`src/rtl/rst_seq_pkg.sv`:
```
// Shared types and helpers for the reset sequencer.
package rst_seq_pkg;

  // Sequencer states; the encoding is visible on the state output.
  typedef enum logic [2:0] {
    ST_HOLD    = 3'd0,
    ST_STABLE  = 3'd1,
    ST_RELEASE = 3'd2,
    ST_RUN     = 3'd3,
    ST_FAULT   = 3'd4
  } state_t;

  // Width of a counter able to hold the largest of three cycle counts.
  function automatic int cnt_width(input int a, input int b, input int c);
    int m;
    m = (a > b) ? a : b;
    m = (c > m) ? c : m;
    return $clog2(m + 1);
  endfunction

endpackage

```
`src/rtl/rst_debounce.sv`:
```
// Two-flop synchroniser plus stability filter for a bouncing level input.
// The output only takes a new level after DEB_CYC consecutive synced
// samples that differ from the current output.
module rst_debounce
  import rst_seq_pkg::*;
#(
  parameter int DEB_CYC = 16,
  parameter int CW      = cnt_width(DEB_CYC, DEB_CYC, DEB_CYC)
) (
  input  logic clk,
  input  logic rst,
  input  logic din,
  output logic dout
);

  logic          meta_r;
  logic          sync_r;
  logic          dout_r;
  logic [CW-1:0] cnt_r;

  // Synchronise the raw input and accept a new level once it has held long enough.
  always_ff @(posedge clk or posedge rst) begin
    if (rst) begin
      meta_r <= 1'b0;
      sync_r <= 1'b0;
      dout_r <= 1'b0;
      cnt_r  <= '0;
    end else begin
      meta_r <= din;
      sync_r <= meta_r;
      if (sync_r != dout_r) begin
        if (cnt_r == CW'(DEB_CYC - 1)) begin
          dout_r <= sync_r;
          cnt_r  <= '0;
        end else begin
          cnt_r <= cnt_r + CW'(1);
        end
      end else begin
        cnt_r <= '0;
      end
    end
  end

  assign dout = dout_r;

endmodule

```
`src/rtl/rst_seq_ctrl.sv`:
```
// Reset sequencer: waits for a stable PLL lock and reset key, then releases
// the domain resets one by one. Lock loss drops every domain and is counted.
module rst_seq_ctrl
  import rst_seq_pkg::*;
#(
  parameter int N_LOCK     = 1,
  parameter int N_DOM      = 3,
  parameter int DEB_CYC    = 16,
  parameter int STABLE_CYC = 1024,
  parameter int STEP_CYC   = 256
) (
  input  logic              sys_clk,
  input  logic              sys_rst,
  input  logic [N_LOCK-1:0] lock_in,
  input  logic              ext_rst_n,
  input  logic              sw_rst_req,
  output logic [N_DOM-1:0]  dom_rst_n,
  output logic              all_ready,
  output logic [2:0]        state,
  output logic [7:0]        fault_cnt
);

  localparam int CW = cnt_width(DEB_CYC, STABLE_CYC, STEP_CYC);
  localparam int IW = $clog2(N_DOM + 1);

  logic [N_LOCK-1:0] lock_meta_r;
  logic [N_LOCK-1:0] lock_sync_r;
  logic              lock_ok_s;
  logic              ext_ok_s;
  logic              run_ok_s;

  state_t            state_r,  state_n_s;
  logic [CW-1:0]     cnt_r,    cnt_n_s;
  logic [IW-1:0]     idx_r,    idx_n_s;
  logic [N_DOM-1:0]  dom_r,    dom_n_s;
  logic [7:0]        fault_r,  fault_n_s;
  logic              ready_r,  ready_n_s;

  for (genvar g = 0; g < N_LOCK; g++) begin : g_lock_sync
    // Two-stage synchroniser for one asynchronous PLL lock flag.
    always_ff @(posedge sys_clk or posedge sys_rst) begin
      if (sys_rst) begin
        lock_meta_r[g] <= 1'b0;
        lock_sync_r[g] <= 1'b0;
      end else begin
        lock_meta_r[g] <= lock_in[g];
        lock_sync_r[g] <= lock_meta_r[g];
      end
    end
  end

  assign lock_ok_s = &lock_sync_r;

  rst_debounce #(
    .DEB_CYC (DEB_CYC),
    .CW      (CW)
  ) u_ext_deb (
    .clk  (sys_clk),
    .rst  (sys_rst),
    .din  (ext_rst_n),
    .dout (ext_ok_s)
  );

  assign run_ok_s = lock_ok_s & ext_ok_s;

  // Next-state, counter, domain-mask and fault-count logic.
  always_comb begin
    state_n_s = state_r;
    cnt_n_s   = cnt_r;
    idx_n_s   = idx_r;
    dom_n_s   = dom_r;
    fault_n_s = fault_r;
    case (state_r)
      ST_HOLD: begin
        dom_n_s = '0;
        cnt_n_s = '0;
        idx_n_s = '0;
        if (run_ok_s) begin
          state_n_s = ST_STABLE;
        end else begin
          state_n_s = ST_HOLD;
        end
      end
      ST_STABLE: begin
        if (!run_ok_s) begin
          state_n_s = ST_HOLD;
          cnt_n_s   = '0;
        end else if (cnt_r == CW'(STABLE_CYC - 1)) begin
          cnt_n_s    = '0;
          dom_n_s[0] = 1'b1;
          idx_n_s    = IW'(1);
          state_n_s  = (N_DOM == 1) ? ST_RUN : ST_RELEASE;
        end else begin
          cnt_n_s = cnt_r + CW'(1);
        end
      end
      ST_RELEASE, ST_RUN: begin
        if (!lock_ok_s) begin
          // Lock loss outranks a key or software restart.
          state_n_s = ST_FAULT;
          dom_n_s   = '0;
          cnt_n_s   = '0;
          idx_n_s   = '0;
          fault_n_s = (fault_r == 8'd255) ? fault_r : fault_r + 8'd1;
        end else if (!ext_ok_s || sw_rst_req) begin
          state_n_s = ST_HOLD;
          dom_n_s   = '0;
          cnt_n_s   = '0;
          idx_n_s   = '0;
        end else if (state_r == ST_RUN) begin
          state_n_s = ST_RUN;
        end else if (cnt_r == CW'(STEP_CYC - 1)) begin
          cnt_n_s = '0;
          idx_n_s = idx_r + IW'(1);
          for (int i = 0; i < N_DOM; i++) begin
            if (idx_r == IW'(i)) begin
              dom_n_s[i] = 1'b1;
            end else begin
              dom_n_s[i] = dom_r[i];
            end
          end
          if (idx_r == IW'(N_DOM - 1)) begin
            state_n_s = ST_RUN;
          end else begin
            state_n_s = ST_RELEASE;
          end
        end else begin
          cnt_n_s = cnt_r + CW'(1);
        end
      end
      ST_FAULT: begin
        // Hold the domains down for a full step even if lock returns early.
        dom_n_s = '0;
        if (cnt_r == CW'(STEP_CYC - 1)) begin
          state_n_s = ST_HOLD;
          cnt_n_s   = '0;
        end else begin
          cnt_n_s = cnt_r + CW'(1);
        end
      end
      default: begin
        state_n_s = ST_HOLD;
        dom_n_s   = '0;
        cnt_n_s   = '0;
        idx_n_s   = '0;
      end
    endcase
    ready_n_s = (state_n_s == ST_RUN);
  end

  // State and output registers.
  always_ff @(posedge sys_clk or posedge sys_rst) begin
    if (sys_rst) begin
      state_r <= ST_HOLD;
      cnt_r   <= '0;
      idx_r   <= '0;
      dom_r   <= '0;
      fault_r <= 8'd0;
      ready_r <= 1'b0;
    end else begin
      state_r <= state_n_s;
      cnt_r   <= cnt_n_s;
      idx_r   <= idx_n_s;
      dom_r   <= dom_n_s;
      fault_r <= fault_n_s;
      ready_r <= ready_n_s;
    end
  end

  assign dom_rst_n = dom_r;
  assign all_ready = ready_r;
  assign state     = state_r;
  assign fault_cnt = fault_r;

endmodule

```
`config.mk`:
```
export PLATFORM = sky130hd
export DESIGN_NAME = rst_seq_ctrl
export DESIGN_NICKNAME = d
export VERILOG_FILES = /design/src/rtl/rst_seq_pkg.sv /design/src/rtl/rst_debounce.sv /design/src/rtl/rst_seq_ctrl.sv
export SDC_FILE = /design/constraint.sdc
export NUM_CORES = 1
export LEC_CHECK = 0
export ABC_AREA = 1
export CORE_MARGIN = 2
export CORE_UTILIZATION = 55
export CTS_CLUSTER_SIZE = 28
export DETAILED_ROUTE_END_ITERATION = 8
export PLACE_DENSITY = 0.74
export SYNTH_ARGS = -nofsm -noshare
export SYNTH_HDL_FRONTEND = slang
export SYNTH_HIERARCHICAL = 1
export SYNTH_SLANG_ARGS = --single-unit
```
`constraint.sdc`:
```
create_clock -name sys_clk -period 1.75 [get_ports sys_clk]
set_clock_uncertainty 0.05 [all_clocks]
set_input_delay 0.175 -clock sys_clk [delete_from_list [all_inputs] [get_ports sys_clk]]
set_output_delay 0.175 -clock sys_clk [all_outputs]
set_load 0.01 [all_outputs]
```
# [Word level (Yosys, flattened, before mapping)]
# Cells that the tools add are included.
[totals] reg_bits=44 in_bits=5
[op_classes] addsub=4 n_eq_ne=19 muxes=37 bitwise_logic=5 n_reduce_logical=11
[op_table] op="$mux W11" n=8
[op_table] op="$mux W3" n=11
[op_table] op="$pmux W11 S3" n=1
[op_table] op="$add A11 B1 Y11 const B" n=2
[op_table] op="$ne A4 B4 Y1 const B" n=5
[op_table] op="$mux W2" n=6
[op_table] op="$pmux W3 S4" n=1
[op_table] op="$eq A11 B10 Y1 const B" n=1
[op_table] op="$eq A11 B4 Y1 const B" n=1
[op_table] op="$eq A11 B8 Y1 const B" n=1
[op_table] op="$reduce_and A5 Y1" n=2
[op_table] op="$eq A3 B2 Y1 const B" n=3
[op_table] op="$add A8 B1 Y8 const B" n=1
[op_table] op="$eq A8 B8 Y1 const B" n=1
[op_table] op="$reduce_and A4 Y1" n=2
[op_table] op="$mux W1" n=7
[op_table] op="$pmux W2 S3" n=1
[op_table] op="$ne A2 B2 Y1 const B" n=2
[op_table] op="$not A1 Y1" n=4
[op_table] op="$pmux W2 S2" n=1
[op_table] op="$eq A3 B1 Y1 const B" n=1
[op_table] op="$eq A3 B3 Y1 const B" n=1
[op_table] op="$logic_not A3 Y1" n=1
[op_table] op="$reduce_and A3 Y1" n=1
[op_table] op="11 further kinds" n=11

# [Depth between registers and ports, before layout]
# Gate-level depths: netlist of the first run.
[depth] word_depth=8 ltp_mapped=10 mapped_depth_nobuf=10

# [Cells and area by module]
# The synthesis of the first run kept the hierarchy.
[by_module_without_submodules] module="rst_seq_ctrl" n_inst=1 cells_each=208 area_each_um2=1716.6 seq_area_each_um2=750.7
[by_module_without_submodules] module="rst_debounce" n_inst=1 cells_each=84 area_each_um2=690.7 seq_area_each_um2=350.3

# [Worst setup path after synthesis of the first run]
# OpenSTA, ideal clock, no wires.
[synth_timing] path_type="reg2reg" start="register, netlist name cnt_r[0]" end="register, netlist name cnt_r[2]" setup_ps=122 arrival_ps=1299 slack_ps=279 path_stages_with_launch=9 path_buffers=0 path_cell_list="dfrtp_1 ha_1 nand2_1 nor2_2 nand3_1 nand2_2 nand3_2 nor2_4 nor2_1"

==> impl_metrics.ini, run 1 <==
[power_and_ir_drop]
vdd_ir_drop_max_uv = 563
p_clk_share_pct = 41.6
p_leak_nw = 1.38
power.switching_mw = 0.388
power_frac_comb_pct = 2.6
internal_power_mw = 1.47
seqPwrFrac_pct = 55.8
powerDensity_nw_per_um2 = 662
swShare_pct = 20.9

[die]
ios = 20
start_util_pct = 56.1
fp.dieW_um = 70.2
die_y_um = 70.2
core_um2 = 4290
placementRows = 24
dieArea_um2 = 4920

[logic_synthesis]
ys_ff_latch = 44
netlist.area_leader.share_pct = 45.7
synth-seq-area-share_pct = 45.7
synth_edf_count = 0
syn_area_um2 = 2410
yosys-top-cells-area = dfrtp_1, nand2_1, nor2_1
async_flop_share_pct = 100
synth.avg_cell_area_um2 = 8.24
yosysWarnings = 6
syn_inst = 292
yosysTopAreaCell = dfrtp_1
synthFlopType = dfrtp_1
syn_nets = 303
synth_cell_types = 27

[global_routing]
grt_pass1_wl_mm = 7.65
grtUsageTotal_pct = 19.3
antenna_found_initial = 0
met3_usage_pct = 3.46
grtUsageMet1_pct = 25.2
grt_pass1_vias = 1814
gr-max-usage-layer = met2
grt.overflow.total = 0
grt_max_degree = 31
grt_util_met2_pct = 31.9

[timing]
setup_violations = 0
relSlewSlack_pct = 63.4
drv_slew = 0
tightestPinTransition_ns = 0.548
fin_crit_ns = 1.65
min_period_over_period_pct = 94.0
setup-tns-final_ns = 0
hold_viol = 0
rsz0062_at_grt = no
max_freq_mhz = 608

[detailed_routing]
drt-pass1-iter-count = 4
avgRoutedWirePerCell_um = 11.7
drc = 0
wirelength_mm = 4.35
routed-via-count = 1895
vias_per_cell = 5.09
drt_iter0_drc = 125
ant_nets = 0

[layout]
multi_input_area_um2 = 1180
drive_above_1_share_pct = 14.1
fill_cells = 372
finalNetCount = 330
final_util_pct = 65.2
n_antenna_cell = 0
syn2layout_area_growth_pct = 16.3
seq_area_um2 = 1100

[worst_setup_path]
critPathSlowestCell = dfrtp_1
cp_top_family = simple AND/OR/NAND/NOR gates
crit_arrival_ns = 1.77
worst-setup-path-type = reg2reg
end_kind = register
start_kind = register
crit_buf_inv = 0
path_cells = ha_1 -> nand2_2 -> nor2_4 -> nand3_2 -> nand2_2 -> o21ai_0 -> o21ai_0 -> nand2_1
cpPeakStageDelay_ns = 0.38
critPathMaxFanout = 4
critPathRequiredTime_ns = 1.87

[clock_network]
clock_latency_ns = 0.29
htree_num_levels = 2
cts-root-buf = clkbuf_8
cts_tree = built
numCtsBuffers = 5
cts_sinks = 44
clk_path_buf_depth = 2
clk_pin_slew_ns = 0.09
post_cts_buffers = 0

[outcome]
status = complete, no violations

[placement]
io_buffers = 19
gp_congestion = 0.930
hpwl_mm = 3.21

[job]
maxCapViolCount = 0

[min_path]
hold_class = in2async
## cell families (layout without fill, tap and decap cells)
kind of cell / count (synthesis) / count (layout) / synth area share [%]
and+or+nand+nor: 169 / 169 / 35.2
DFF: 44 / 44 / 45.7
buffers and inverters: 38 / 66 / 6.03
AOI/OAI and AO/OA: 20 / 20 / 4.47
xor gates and xnor gates: 15 / 15 / 5.46
adders and majority gates: 6 / 6 / 3.12
## Yosys cell counts (6+ instances only)
library cell  instances
nor3_1                6
a21oi_1               6
nand3_1              20
ha_1                  6
nor2_1               45
xor2_1                9
dfrtp_1              44
inv_1                32
nand2_2               6
xnor2_1               6
o21ai_0               9
nand2_1              66
## cell usage in the layout (no fill, tap or decap), types with 6 or more instances in the layout
| cell | count |
|---|---|
| ha_1 | 6 |
| dfrtp_1 | 44 |
| a21oi_1 | 6 |
| xor2_1 | 9 |
| nand2_1 | 64 |
| nand2_2 | 8 |
| nor3_1 | 6 |
| clkdlybuf4s50_1 | 19 |
| nor2_4 | 6 |
| inv_1 | 32 |
| nor2_1 | 45 |
| nand3_1 | 19 |
| o21ai_0 | 9 |
| xnor2_1 | 6 |
## area by class of cell
class,count,area share [%]
repair buffers,20,7.06
clock inverters,2,1.25
multi-input cells,210,42.3
clock buffers,6,2.59
inverters,38,5.18
flip-flops and latches,44,39.3
well taps,52,2.32
## state kept, by name, indices dropped and copies added (netlist names)
register          cells
all_ready             1
cnt_r                11
dom_rst_n             3
fault_cnt             8
idx_r                 2
lock_meta_r           1
lock_ok_s             1
state                 3
u_ext_deb/cnt_r      11
u_ext_deb/dout        1
u_ext_deb/meta_r      1
u_ext_deb/sync_r      1
## routing by layer
layer | up-vias | routed length [µm]
li1 | 965 | -
met1 | 893 | 1980
met2 | 33 | 2160
met3 | 4 | 161
met4 | 0 | 48
met5 | - | 0
## final timing paths
path | startpoint | endpoint | slack [ns] | depth (start not counted)
worst max-delay path | cnt_r[0]$_DFFE_PP0P_ | idx_r[1]$_DFFE_PP0P_ | 0.10 | 8
worst min-delay path | sys_rst | u_ext_deb/cnt_r[7]$_DFF_PP0_ | 0.21 | 2
worst max register to register | cnt_r[0]$_DFFE_PP0P_ | idx_r[1]$_DFFE_PP0P_ | 0.10 | 8
worst min register to register | lock_meta_r$_DFF_PP0_ | lock_ok_s$_DFF_PP0_ | 0.30 | 0
max in group asynchronous | sys_rst | u_ext_deb/dout$_DFFE_PP0P_ | 1.08 | 2
min in group sys_clk | ext_rst_n | u_ext_deb/meta_r$_DFF_PP0_ | 0.27 | 1
## stage by stage
step,power [mW],hold slack [ns],cell area (µm²),cells,setup slack [ns]
CTS,1.88,0.229,2780,372,0.0999
floorplan,1.08,0.0142,2410,292,0.279
global route,1.91,0.278,2800,372,0.0203
finish,1.85,0.205,2800,372,0.104
global placement,1.11,0.283,2670,364,0.162
detailed placement,1.11,0.285,2670,364,0.108
## repair_timing
action                                  CTS  global route
hold buffers                              0             0
endpoints found under the setup margin    0             7
resized for setup                         0             5
## worst reg2reg max path, stage by stage, from the launching register on
cell and delay (ns):
dfrtp_1 0.38, ha_1 0.19, nand2_2 0.10, nor2_4 0.15
nand3_2 0.13, nand2_2 0.13, o21ai_0 0.14, o21ai_0 0.18
nand2_1 0.07
## power groups by stage
stage / Sequential [mW] / Combinational [mW] / Clock, mW
global route: 1.04 / 0.0586 / 0.816
floorplan: 1.05 / 0.0302 / 0
CTS: 1.04 / 0.0506 / 0.790
global placement: 1.06 / 0.0498 / 0
finish: 1.04 / 0.0481 / 0.771
detailed placement: 1.06 / 0.0505 / 0
(Power assumes the default switching activity.)
==> run 2, diff against run 1 <==
==> constraint.sdc (replaced) <==
create_clock -name sys_clk -period 1.75 [get_ports sys_clk]
set_clock_uncertainty 0.05 [all_clocks]
set_input_delay 0.2625 -clock sys_clk [delete_from_list [all_inputs] [get_ports sys_clk]]
set_output_delay 0.2625 -clock sys_clk [all_outputs]
set_load 0.01 [all_outputs]
==> run 2 against run 1 <==
Via count fell by 1.0%. Total power is 4.2% higher. Final area increased by 0.67%. Count of clock-buffer cells in the layout increased by 1. Critical path type is now reg2out. Clock power is 10% higher. Non-clock buffer count up 1. Largest cell class unchanged. Combinational power about the same. Register-to-register slack about the same. Core utilization rose by 0.44 points. Worst hold slack improved by 0.076 ns. Setup slack got worse by 0.039 ns. Cell count is 0.27% higher.
==> impl_metrics.ini, run 2 (same netlist as run 1, synthesis figures left out) <==
[outcome]
status = complete, no violations

[clock_network]
clock_latency_ns = 0.29
post_cts_buffers = 0
cts_tree = built
clk_path_buf_depth = 2
ctsResizeCount = 0
cts_sinks = 44
htree_num_levels = 2
cts_hold_buf = 0
cts-root-buf = clkbuf_8
numCtsBuffers = 5
clk_pin_slew_ns = 0.09

[layout]
finalNetCount = 331
syn2layout_area_growth_pct = 17.1
n_antenna_cell = 0
fill_cells = 361
drive_above_1_share_pct = 14.6
final_util_pct = 65.6
layout_commonest_cell = nand2_1
layout_common_cells = nand2_1, nor2_1, dfrtp_1

[worst_setup_path]
worst-setup-path-type = reg2out
critPathRequiredTime_ns = 1.44
critPathMaxFanout = 5
critPathSlowestCell = clkdlybuf4s50_1
cp-startpoint = state[1]$_DFF_PP0_
crit_arrival_ns = 1.37
cp_top_family = buffers and inverters
worstRegToRegCells = 8
cpPeakStageDelay_ns = 0.59
r2r_start = cnt_r[1]$_DFFE_PP0P_
reg2reg_to = cnt_r[9]$_DFFE_PP0P_
end_kind = primary output
path_cells = clkdlybuf4s50_1
crit_buf_inv = 1
worst-r2r-setup-slack_ns = 0.11
start_kind = register

[detailed_routing]
drt-pass1-iter-count = 4
drt_iter0_drc = 134
routed-via-count = 1876
wirelength_mm = 4.41
ant_nets = 0
drc = 0
vias_per_cell = 5.03
avgRoutedWirePerCell_um = 11.8

[timing]
setup_ws_ns = 0.0650
tightestPinTransition_ns = 0.531
fin_crit_ns = 1.69
max_freq_mhz = 593
timing.hold.ws_ns = 0.282
hold_viol = 0
relSlewSlack_pct = 64.6
drv_slew = 0
rsz0062_at_grt = no
setup_violations = 0
setup-tns-final_ns = 0
min_period_over_period_pct = 96.3

[global_routing]
grt_max_degree = 31
antenna_found_initial = 0
grt.overflow.total = 0
grt_pass1_wl_mm = 7.66
grtUsageTotal_pct = 19.5
grt_pass1_vias = 1740

[die]
fp.dieW_um = 70.2
core_um2 = 4290
placementRows = 24
dieArea_um2 = 4920
start_util_pct = 56.1
die_y_um = 70.2
ios = 20

[placement]
preCtsSetupSlack_ns = 0.0966
io_buffers = 19
hpwl_mm = 3.25
gp_congestion = 0.899

[power_and_ir_drop]
vdd_ir_drop_max_uv = 601
power_mw = 1.93
p_leak_nw = 1.40
powerDensity_nw_per_um2 = 685

[min_path]
hold_class = in2async

[job]
maxCapViolCount = 0
[run 2: changes by cell type in the layout (fill, tap and decap cells not counted)]
cell      delta
clkbuf_1     -1
nand3_2      +1
buf_4        +1
nand3_4      -1
clkinv_2     -1
clkbuf_8     +2
[run 2: power by group]
group / total, mW / internal (mW) / switching (mW)
Combinational: 0.0483 / 0.0166 / 0.0317
Sequential: 1.04 / 1.03 / 0.00929
Clock: 0.848 / 0.504 / 0.344
Total: 1.93 / 1.55 / 0.385
[run 2: per-stage QoR]
stage,instance area [µm²],instances
finish,2820,373
global route,2820,373
CTS,2800,373
detailed placement,2680,365
global placement,2680,365
floorplan,2410,292
[run 2: worst max path at each step]
stage                      endpoint  depth (start not counted)  slack (ns)
4_1_cts                    state[1]                          1        0.04
3_3_place_gp   idx_r[1]$_DFFE_PP0P_                          9        0.11
5_1_grt        cnt_r[6]$_DFFE_PP0P_                          8      0.0008
3_5_place_dp   cnt_r[9]$_DFFE_PP0P_                          8         0.1
2_1_floorplan  cnt_r[2]$_DFFE_PP0P_                          8        0.28
6_report                   state[1]                          1        0.06
[run 2: layout make-up]
class                   count  area (µm²)  area share [%]
well taps                  52        65.1            2.31
inverters                  38         145            5.15
clock buffers               7        96.3            3.42
clock inverters             1        30.0            1.07
flip-flops and latches     44        1100            39.1
repair buffers             21         205            7.28
multi-input cells         210        1180            41.7
[run 2: routing by layer]
| layer | GRT usage (%) | vias to the layer above | wire length, µm | part of all wire, % |
|---|---|---|---|---|
| met3 | 3.46 | 8 | 155 | 3.5 |
| met5 | 0 | - | 0 | 0 |
| met4 | 8.12 | 0 | 74 | 1.7 |
| met2 | 30.6 | 40 | 2090 | 47 |
| met1 | 26.9 | 859 | 2090 | 47 |
| li1 | - | 969 | - | - |
